<file path="config.mk">
export PLATFORM = sky130hd
export DESIGN_NAME = fb_reader_flat
export DESIGN_NICKNAME = d
export VERILOG_FILES = /design/src/rtl/fb_reader_if.sv /design/src/rtl/fb_reader.sv /design/src/flat_wrapper.sv
export SDC_FILE = /design/constraint.sdc
export NUM_CORES = 1
export LEC_CHECK = 0
export CORE_MARGIN = 2
export CORE_UTILIZATION = 30
export DETAILED_ROUTE_END_ITERATION = 8
export HOLD_SLACK_MARGIN = 0.12
export PLACE_DENSITY_LB_ADDON = 0.25
export SETUP_SLACK_MARGIN = 0.2
export SLEW_MARGIN = 20
export SYNTH_ARGS = -nofsm -noshare
export SYNTH_HDL_FRONTEND = slang
export SYNTH_SLANG_ARGS = --single-unit
</file>
<file path="constraint.sdc">
create_clock -name clk -period 9.1 [get_ports clk]
set_input_delay 0.91 -clock clk [delete_from_list [all_inputs] [get_ports clk]]
set_output_delay 0.91 -clock clk [all_outputs]
set_load 0.02 [all_outputs]
</file>
<file path="src/rtl/fb_reader_if.sv">
// Framebuffer read port and pixel stream between fb_reader (master) and its
// environment (slave): memory request/grant/data plus valid/ready pixel output.
interface fb_reader_if #(
  parameter int ADDR_W = 17,
  parameter int DATA_W = 8
);
  logic              mem_req;
  logic              mem_gnt;
  logic [ADDR_W-1:0] mem_addr;
  logic [DATA_W-1:0] mem_rdata;
  logic [DATA_W-1:0] pix_data;
  logic              pix_valid;
  logic              pix_ready;
  logic              pix_sol;
  logic              pix_sof;

  modport master (
    output mem_req, mem_addr, pix_data, pix_valid, pix_sol, pix_sof,
    input  mem_gnt, mem_rdata, pix_ready
  );

  modport slave (
    input  mem_req, mem_addr, pix_data, pix_valid, pix_sol, pix_sof,
    output mem_gnt, mem_rdata, pix_ready
  );
endinterface

</file>
<file path="src/rtl/fb_reader.sv">
// Frame-buffer scan-out: raster-order reads with a waterfall row offset,
// streamed through a 2-entry buffer that absorbs read latency and back-pressure.
module fb_reader #(
  parameter int H_RES  = 320,
  parameter int V_RES  = 240,
  parameter int ADDR_W = 17,
  parameter int DATA_W = 8
) (
  input  logic        clk,
  input  logic        reset_n,
  input  logic        start,
  input  logic [7:0]  row_offset,
  output logic        busy,
  output logic        frame_done,
  fb_reader_if.master bus
);
  localparam int COL_W = $clog2(H_RES);
  localparam int ROW_W = $clog2(V_RES);
  localparam logic [ADDR_W-1:0] LINE_SZ  = ADDR_W'(H_RES);
  localparam logic [ADDR_W-1:0] FRAME_SZ = ADDR_W'(H_RES * V_RES);
  localparam logic [COL_W-1:0]  COL_LAST = COL_W'(H_RES - 1);
  localparam logic [ROW_W-1:0]  ROW_LAST = ROW_W'(V_RES - 1);

  typedef enum logic [1:0] {IDLE, FETCH, DRAIN} state_t;

  state_t             state, state_nxt;
  logic [COL_W-1:0]   col;
  logic [ROW_W-1:0]   y;
  logic [ADDR_W-1:0]  line_base, line_base_inc;
  logic [7:0]         ro_eff;
  logic               req, issue, pop, push, accept, done, last_pix, credit_ok;
  logic [2:0]         pending;

  logic               rd_vld_p1, rd_sol_p1, rd_sof_p1;

  logic [1:0]         occ;
  logic [DATA_W-1:0]  head_data, tail_data;
  logic               head_sol, head_sof, tail_sol, tail_sof;

  assign ro_eff        = (int'(row_offset) >= V_RES) ? 8'd0 : row_offset;
  assign line_base_inc = line_base + LINE_SZ;
  assign accept        = (state == IDLE) && start;
  assign issue         = req && bus.mem_gnt;
  assign push          = rd_vld_p1;
  assign pop           = (occ != 2'd0) && bus.pix_ready;
  assign last_pix      = (col == COL_LAST) && (y == ROW_LAST);

  // Credit counts a pop in this cycle as already freed, so one read per clock
  // sustains while the buffer plus the in-flight read never exceed two.
  assign pending   = {1'b0, occ} + {2'b00, rd_vld_p1} - {2'b00, pop};
  assign credit_ok = pending < 3'd2;
  assign done      = (state == DRAIN) && pop && (occ == 2'd1) && !rd_vld_p1;

  assign busy          = (state != IDLE);
  assign bus.mem_req   = req;
  assign bus.mem_addr  = line_base + ADDR_W'(col);
  assign bus.pix_valid = (occ != 2'd0);
  assign bus.pix_data  = head_data;
  assign bus.pix_sol   = head_sol && bus.pix_valid;
  assign bus.pix_sof   = head_sof && bus.pix_valid;

  always_ff @(posedge clk or negedge reset_n) begin
    if (!reset_n) state <= IDLE;
    else          state <= state_nxt;
  end

  always_comb begin
    state_nxt = state;
    req       = 1'b0;
    unique case (state)
      IDLE:  if (start) state_nxt = FETCH;
      FETCH: begin
        req = credit_ok;
        if (req && bus.mem_gnt && last_pix) state_nxt = DRAIN;
      end
      DRAIN: if (done) state_nxt = IDLE;
      default: state_nxt = IDLE;
    endcase
  end

  // Address generation: raster walk with per-line base and frame wrap.
  always_ff @(posedge clk or negedge reset_n) begin
    if (!reset_n) begin
      col       <= '0;
      y         <= '0;
      line_base <= '0;
    end else if (accept) begin
      col       <= '0;
      y         <= '0;
      line_base <= ADDR_W'(ro_eff) * LINE_SZ;
    end else if (issue) begin
      if (col == COL_LAST) begin
        col       <= '0;
        y         <= y + ROW_W'(1);
        line_base <= (line_base_inc == FRAME_SZ) ? '0 : line_base_inc;
      end else begin
        col <= col + COL_W'(1);
      end
    end
  end

  // Read issued -> data returns next cycle with its line/frame tags.
  always_ff @(posedge clk or negedge reset_n) begin
    if (!reset_n) begin
      rd_vld_p1  <= 1'b0;
      rd_sol_p1  <= 1'b0;
      rd_sof_p1  <= 1'b0;
      frame_done <= 1'b0;
    end else begin
      rd_vld_p1  <= issue;
      rd_sol_p1  <= issue && (col == '0);
      rd_sof_p1  <= issue && (col == '0) && (y == '0);
      frame_done <= done;
    end
  end

  // Output buffer: head register drives the stream, tail holds a second entry.
  always_ff @(posedge clk or negedge reset_n) begin
    if (!reset_n) begin
      occ       <= 2'd0;
      head_data <= '0;
      head_sol  <= 1'b0;
      head_sof  <= 1'b0;
      tail_data <= '0;
      tail_sol  <= 1'b0;
      tail_sof  <= 1'b0;
    end else begin
      unique case ({push, pop})
        2'b10: begin
          if (occ == 2'd0) begin
            head_data <= bus.mem_rdata;
            head_sol  <= rd_sol_p1;
            head_sof  <= rd_sof_p1;
          end else begin
            tail_data <= bus.mem_rdata;
            tail_sol  <= rd_sol_p1;
            tail_sof  <= rd_sof_p1;
          end
          occ <= occ + 2'd1;
        end
        2'b01: begin
          head_data <= tail_data;
          head_sol  <= tail_sol;
          head_sof  <= tail_sof;
          occ       <= occ - 2'd1;
        end
        2'b11: begin
          if (occ == 2'd1) begin
            head_data <= bus.mem_rdata;
            head_sol  <= rd_sol_p1;
            head_sof  <= rd_sof_p1;
          end else begin
            head_data <= tail_data;
            head_sol  <= tail_sol;
            head_sof  <= tail_sof;
            tail_data <= bus.mem_rdata;
            tail_sol  <= rd_sol_p1;
            tail_sof  <= rd_sof_p1;
          end
        end
        default: ;
      endcase
    end
  end
endmodule
</file>
<file path="src/flat_wrapper.sv">
// flat-port wrapper written by rule: the top's interface ports become plain ports
module fb_reader_flat 
#(
  parameter int H_RES  = 320,
  parameter int V_RES  = 240,
  parameter int ADDR_W = 17,
  parameter int DATA_W = 8
)
  (clk, reset_n, start, row_offset, busy, frame_done, bus_mem_req, bus_mem_addr, bus_pix_data, bus_pix_valid, bus_pix_sol, bus_pix_sof, bus_mem_gnt, bus_mem_rdata, bus_pix_ready);
  fb_reader_if #(.ADDR_W(ADDR_W), .DATA_W(DATA_W)) bus_i ();
  input  logic clk;
  input  logic reset_n;
  input  logic start;
  input  logic [7:0] row_offset;
  output logic busy;
  output logic frame_done;
  output wire logic [$bits(bus_i.mem_req)-1:0] bus_mem_req;
  output wire logic [$bits(bus_i.mem_addr)-1:0] bus_mem_addr;
  output wire logic [$bits(bus_i.pix_data)-1:0] bus_pix_data;
  output wire logic [$bits(bus_i.pix_valid)-1:0] bus_pix_valid;
  output wire logic [$bits(bus_i.pix_sol)-1:0] bus_pix_sol;
  output wire logic [$bits(bus_i.pix_sof)-1:0] bus_pix_sof;
  input wire logic [$bits(bus_i.mem_gnt)-1:0] bus_mem_gnt;
  input wire logic [$bits(bus_i.mem_rdata)-1:0] bus_mem_rdata;
  input wire logic [$bits(bus_i.pix_ready)-1:0] bus_pix_ready;
  assign bus_mem_req = bus_i.mem_req;
  assign bus_mem_addr = bus_i.mem_addr;
  assign bus_pix_data = bus_i.pix_data;
  assign bus_pix_valid = bus_i.pix_valid;
  assign bus_pix_sol = bus_i.pix_sol;
  assign bus_pix_sof = bus_i.pix_sof;
  assign bus_i.mem_gnt = bus_mem_gnt;
  assign bus_i.mem_rdata = bus_mem_rdata;
  assign bus_i.pix_ready = bus_pix_ready;
  fb_reader #(.H_RES(H_RES), .V_RES(V_RES), .ADDR_W(ADDR_W), .DATA_W(DATA_W)) u_core (.clk(clk), .reset_n(reset_n), .start(start), .row_offset(row_offset), .busy(busy), .frame_done(frame_done), .bus(bus_i));
endmodule
</file>
==> impl_summary.md <==
Route
After detailed routing, the number of remaining DRC violations is 0. The detail-routed via count per cell is 5.11. The final wirelength is 8220 µm.

The number of iterations in the first detailed-routing pass is 4. After detailed routing, the average wire length per cell comes to about 14 µm. For this block, the via count after detailed routing is 3007.

The final antenna-violating net count is 0. The violation count after the first detailed-route iteration is 130.

Logic synthesis
The fraction of synthesized cell area taken by the top area cell type is 0.380. Yosys mapped a number of flops with a built-in enable equal to 0. The dominant register cell in the synthesized netlist is sky130_fd_sc_hd__dfrtp_1. The dominant cell type by area after synthesis is sky130_fd_sc_hd__dfrtp_1. Yosys printed 0 warnings. Counting every net in the synthesized netlist gives 450. Sorting the synthesized cells by how often they occur yields 56 x sky130_fd_sc_hd__dfrtp_1, 37 x sky130_fd_sc_hd__nand2_1, 31 x sky130_fd_sc_hd__nor2_1, 28 x sky130_fd_sc_hd__ha_1, 27 x sky130_fd_sc_hd__o21ai_0. Counting every instance in the synthesized netlist gives 399. The number of distinct library cell variants in the gate-level netlist after synthesis is between 50 and 60. In the synthesized netlist the async set-or-reset flop fraction comes to 1.00. In this run the cell area of the synthesized design comes to 0.00369 mm². By area the synthesized netlist is led by sky130_fd_sc_hd__dfrtp_1 38%, sky130_fd_sc_hd__ha_1 9.5%, sky130_fd_sc_hd__xnor2_1 4.7%. Yosys instantiated no cell more often than sky130_fd_sc_hd__dfrtp_1. The number of synthesized register bits is 56. The average instance area after synthesis is around 9 µm². The post-synthesis sequential area ratio is 0.380.

STA
The smallest setup slack after layout is 4.53 ns. The count of pins over their slew limit was 0. Setup violations remaining at the end of the flow were counted as 0.

The clock tree skew after final layout is 0.00309 ns. Setup repair after global routing left no endpoint under its margin. The relative max-transition margin is 0.328. The total negative slack is 0 ns. The fmax is 219 MHz.

The post-route worst hold slack is ~0.48 ns. For the pin with the worst max-slew slack, the measured transition is 1.00 ns. The final hold violation count is 0. The final critical-path required period is approximately 4.6 ns. In the finished design, the share of the clock period the worst path needs comes to 0.502.

Final layout
Excluding fillers, the count of instances in the completed layout stands at roughly 600. After filler insertion, the fill cell instance count of the layout stands at 1239. The share of post-route cells with drive strength above 1 is 0.0794. Summing all non-filler instances in the final layout gives an area of 0.00445 mm².

The area overhead of the layout relative to synthesis is 20.4%. The repair_antennas step left the layout with diodes totalling 0. The final layout contains 491 nets. Once layout is complete, the utilization of the core stands at 0.370.

Critical path
Data on the critical path arrives at its endpoint at 3.66 ns. STA puts the critical path data required time at approximately 8.2 ns. Of all nets on the critical path, the largest fanout is 5.

The type of the worst setup path is in -> out. The capturing element type of the critical path is an output port. STA classifies the critical path startpoint as an input pin.

Hold path
The path category of the worst min-delay check is reg -> reg.

Floorplan
The die footprint is roughly 0.013 mm². The floorplan step set the die height to 115 µm. 52 I/O pins were placed. The die is approximately 110 µm wide. The starting density of the core is 0.307. The row count is 40.

The total core area is 0.0120 mm².

Place
The number of placed cells counting well taps is 580. The worst setup slack after placement is between 4 and 5 ns. Detailed placement ended at an HPWL of 6060 µm.

Port buffering added between 50 and 60 buffers. The weighted congestion at the end of routability-driven global placement is approximately 0.81. In this run the cell area measured after placement is 0.00429 mm².

Global routing
The fraction of met3 tracks used by global routing is 0.0295. The number of global-route vias before repair is 2933. For this run, the total global-route usage over all layers was measured as 0.133. The leftover overflow at the end of global routing is 0. The maximum number of pins on one net before global-route repair is 57.

In the global route stage, met2 resource usage came out at 0.215. The highest-utilization routing layer at the global route stage is met2. The first global-routing pass estimated around 14000 µm of wire. In the global route stage, met1 resource usage came out at 0.180. The number of antenna violations at the first check in global routing is 0.

Clocking
The H-tree was split into 2 levels. The number of buffers added to fix hold violations after cts is 0. The clock passes through at most 2 buffers. The TritonCTS clock tree is built. The clock buffer count from CTS is 5.

The post-CTS repair timing setup buffer count is 0. The number of resized instances in the post-cts repair step is 0. The later pin in the worst-skew pair is clocked with a latency of 0.29 ns. After clock tree synthesis, the clock-pin slew on the worst setup and hold paths is roughly 0.08 ns. The root cell of the clock tree is sky130_fd_sc_hd__clkbuf_16. The clock sink total is 56.

Job
Max-cap violations in this run came to 0.

Power and ir drop
The power density over cell area is 234 mW/mm². Summed over all cells, the static leakage comes to approximately 1.9 nW. Total power for the finished layout comes to about 1.0 mW. The worst-case IR drop observed on VDD is 0.0853 mV.

Status
The run finished with clean final reports.
[layout make-up]
cell class                      instances  area [µm²]  area share
Tap cell                              147         184      0.0414
Inverter                               16        60.1      0.0135
Timing Repair Buffer                   53         520       0.117
Clock inverter                          3        27.5     0.00619
Sequential cell                        56        1400       0.315
Multi-Input combinational cell        308        2130       0.479
Clock buffer                            5         125      0.0281
[worst max-delay path, cell delays in order]
cell                              delay, ns
sky130_fd_sc_hd__clkdlybuf4s50_1       0.45
sky130_fd_sc_hd__nor2b_1               0.32
sky130_fd_sc_hd__ha_1                  0.35
sky130_fd_sc_hd__nand2b_1              0.18
sky130_fd_sc_hd__fa_1                  0.44
sky130_fd_sc_hd__xnor2_2               0.18
sky130_fd_sc_hd__nand3_1               0.13
sky130_fd_sc_hd__nor2_1                0.11
sky130_fd_sc_hd__clkdlybuf4s50_1       0.61
[worst paths after layout]
| path | startpoint | slack (ns) | depth (start not counted) | end |
|---|---|---|---|---|
| hold / removal | u_core.bus.pix_data[2] | 0.48 | 2 | u_core.bus.pix_data[2] |
| max in group asynchronous | reset_n | 7.86 | 2 | u_core.rd_sol_p1 |
| setup reg to reg | u_core.occ[1] | 5.34 | 12 | u_core.y[3] |
| min in group asynchronous | reset_n | 0.73 | 2 | u_core.state[1] |
| setup / recovery | bus_pix_ready | 4.53 | 9 | bus_mem_req |
| hold reg to reg | u_core.bus.pix_data[2] | 0.48 | 2 | u_core.bus.pix_data[2] |
[report_power, final]
group	switching, mW	internal (mW)
registers	0.0634	0.315
logic	0.246	0.216
clock network	0.0947	0.105
[cell families after synthesis]
family          synth area share
simple gates               0.218
compound gates             0.130
mux                       0.0363
xor+xnor                  0.0851
buf+inv                   0.0441
other cells              0.00102
fa+ha+maj                  0.106
flops                      0.380
[registers in the layout (all words and copies together), names as in the netlist]
name,cells
u_core.bus.pix_data,8
u_core.col,9
u_core.frame_done,1
u_core.head_sof,1
u_core.head_sol,1
u_core.line_base,11
u_core.occ,2
u_core.push,1
u_core.rd_sof_p1,1
u_core.rd_sol_p1,1
u_core.state,2
u_core.tail_data,8
u_core.tail_sof,1
u_core.tail_sol,1
u_core.y,8
[layer usage]
metal / up-vias / share of wire / wire length [µm]
met3: 9 / 0.044 / 365
met2: 67 / 0.47 / 3840
li1: 1477 / - / -
met5: - / 0 / 0
met4: 0 / 0.011 / 91
met1: 1454 / 0.48 / 3920
[placed cells by master (no fill, tap or decap), drive strengths merged, types with 2 or more instances in the layout]
| cell | instances |
|---|---|
| and4 | 3 |
| nor2b | 6 |
| dfrtp | 56 |
| nand4 | 11 |
| xor2 | 14 |
| o21ai | 32 |
| fa | 2 |
| nand3 | 16 |
| mux2 | 11 |
| buf | 3 |
| a22oi | 13 |
| or4 | 3 |
| nor2 | 31 |
| a21oi | 14 |
| ha | 28 |
| a31oi | 2 |
| and2 | 10 |
| nor4 | 4 |
| clkbuf | 5 |
| or3 | 6 |
| inv | 17 |
| nand2 | 38 |
| nand2b | 7 |
| and3 | 2 |
| nor3 | 12 |
| clkdlybuf4s50 | 50 |
| a221oi | 3 |
| o211ai | 3 |
| xnor2 | 21 |
| a21o | 5 |
Power figures use the tool's default switching activity.
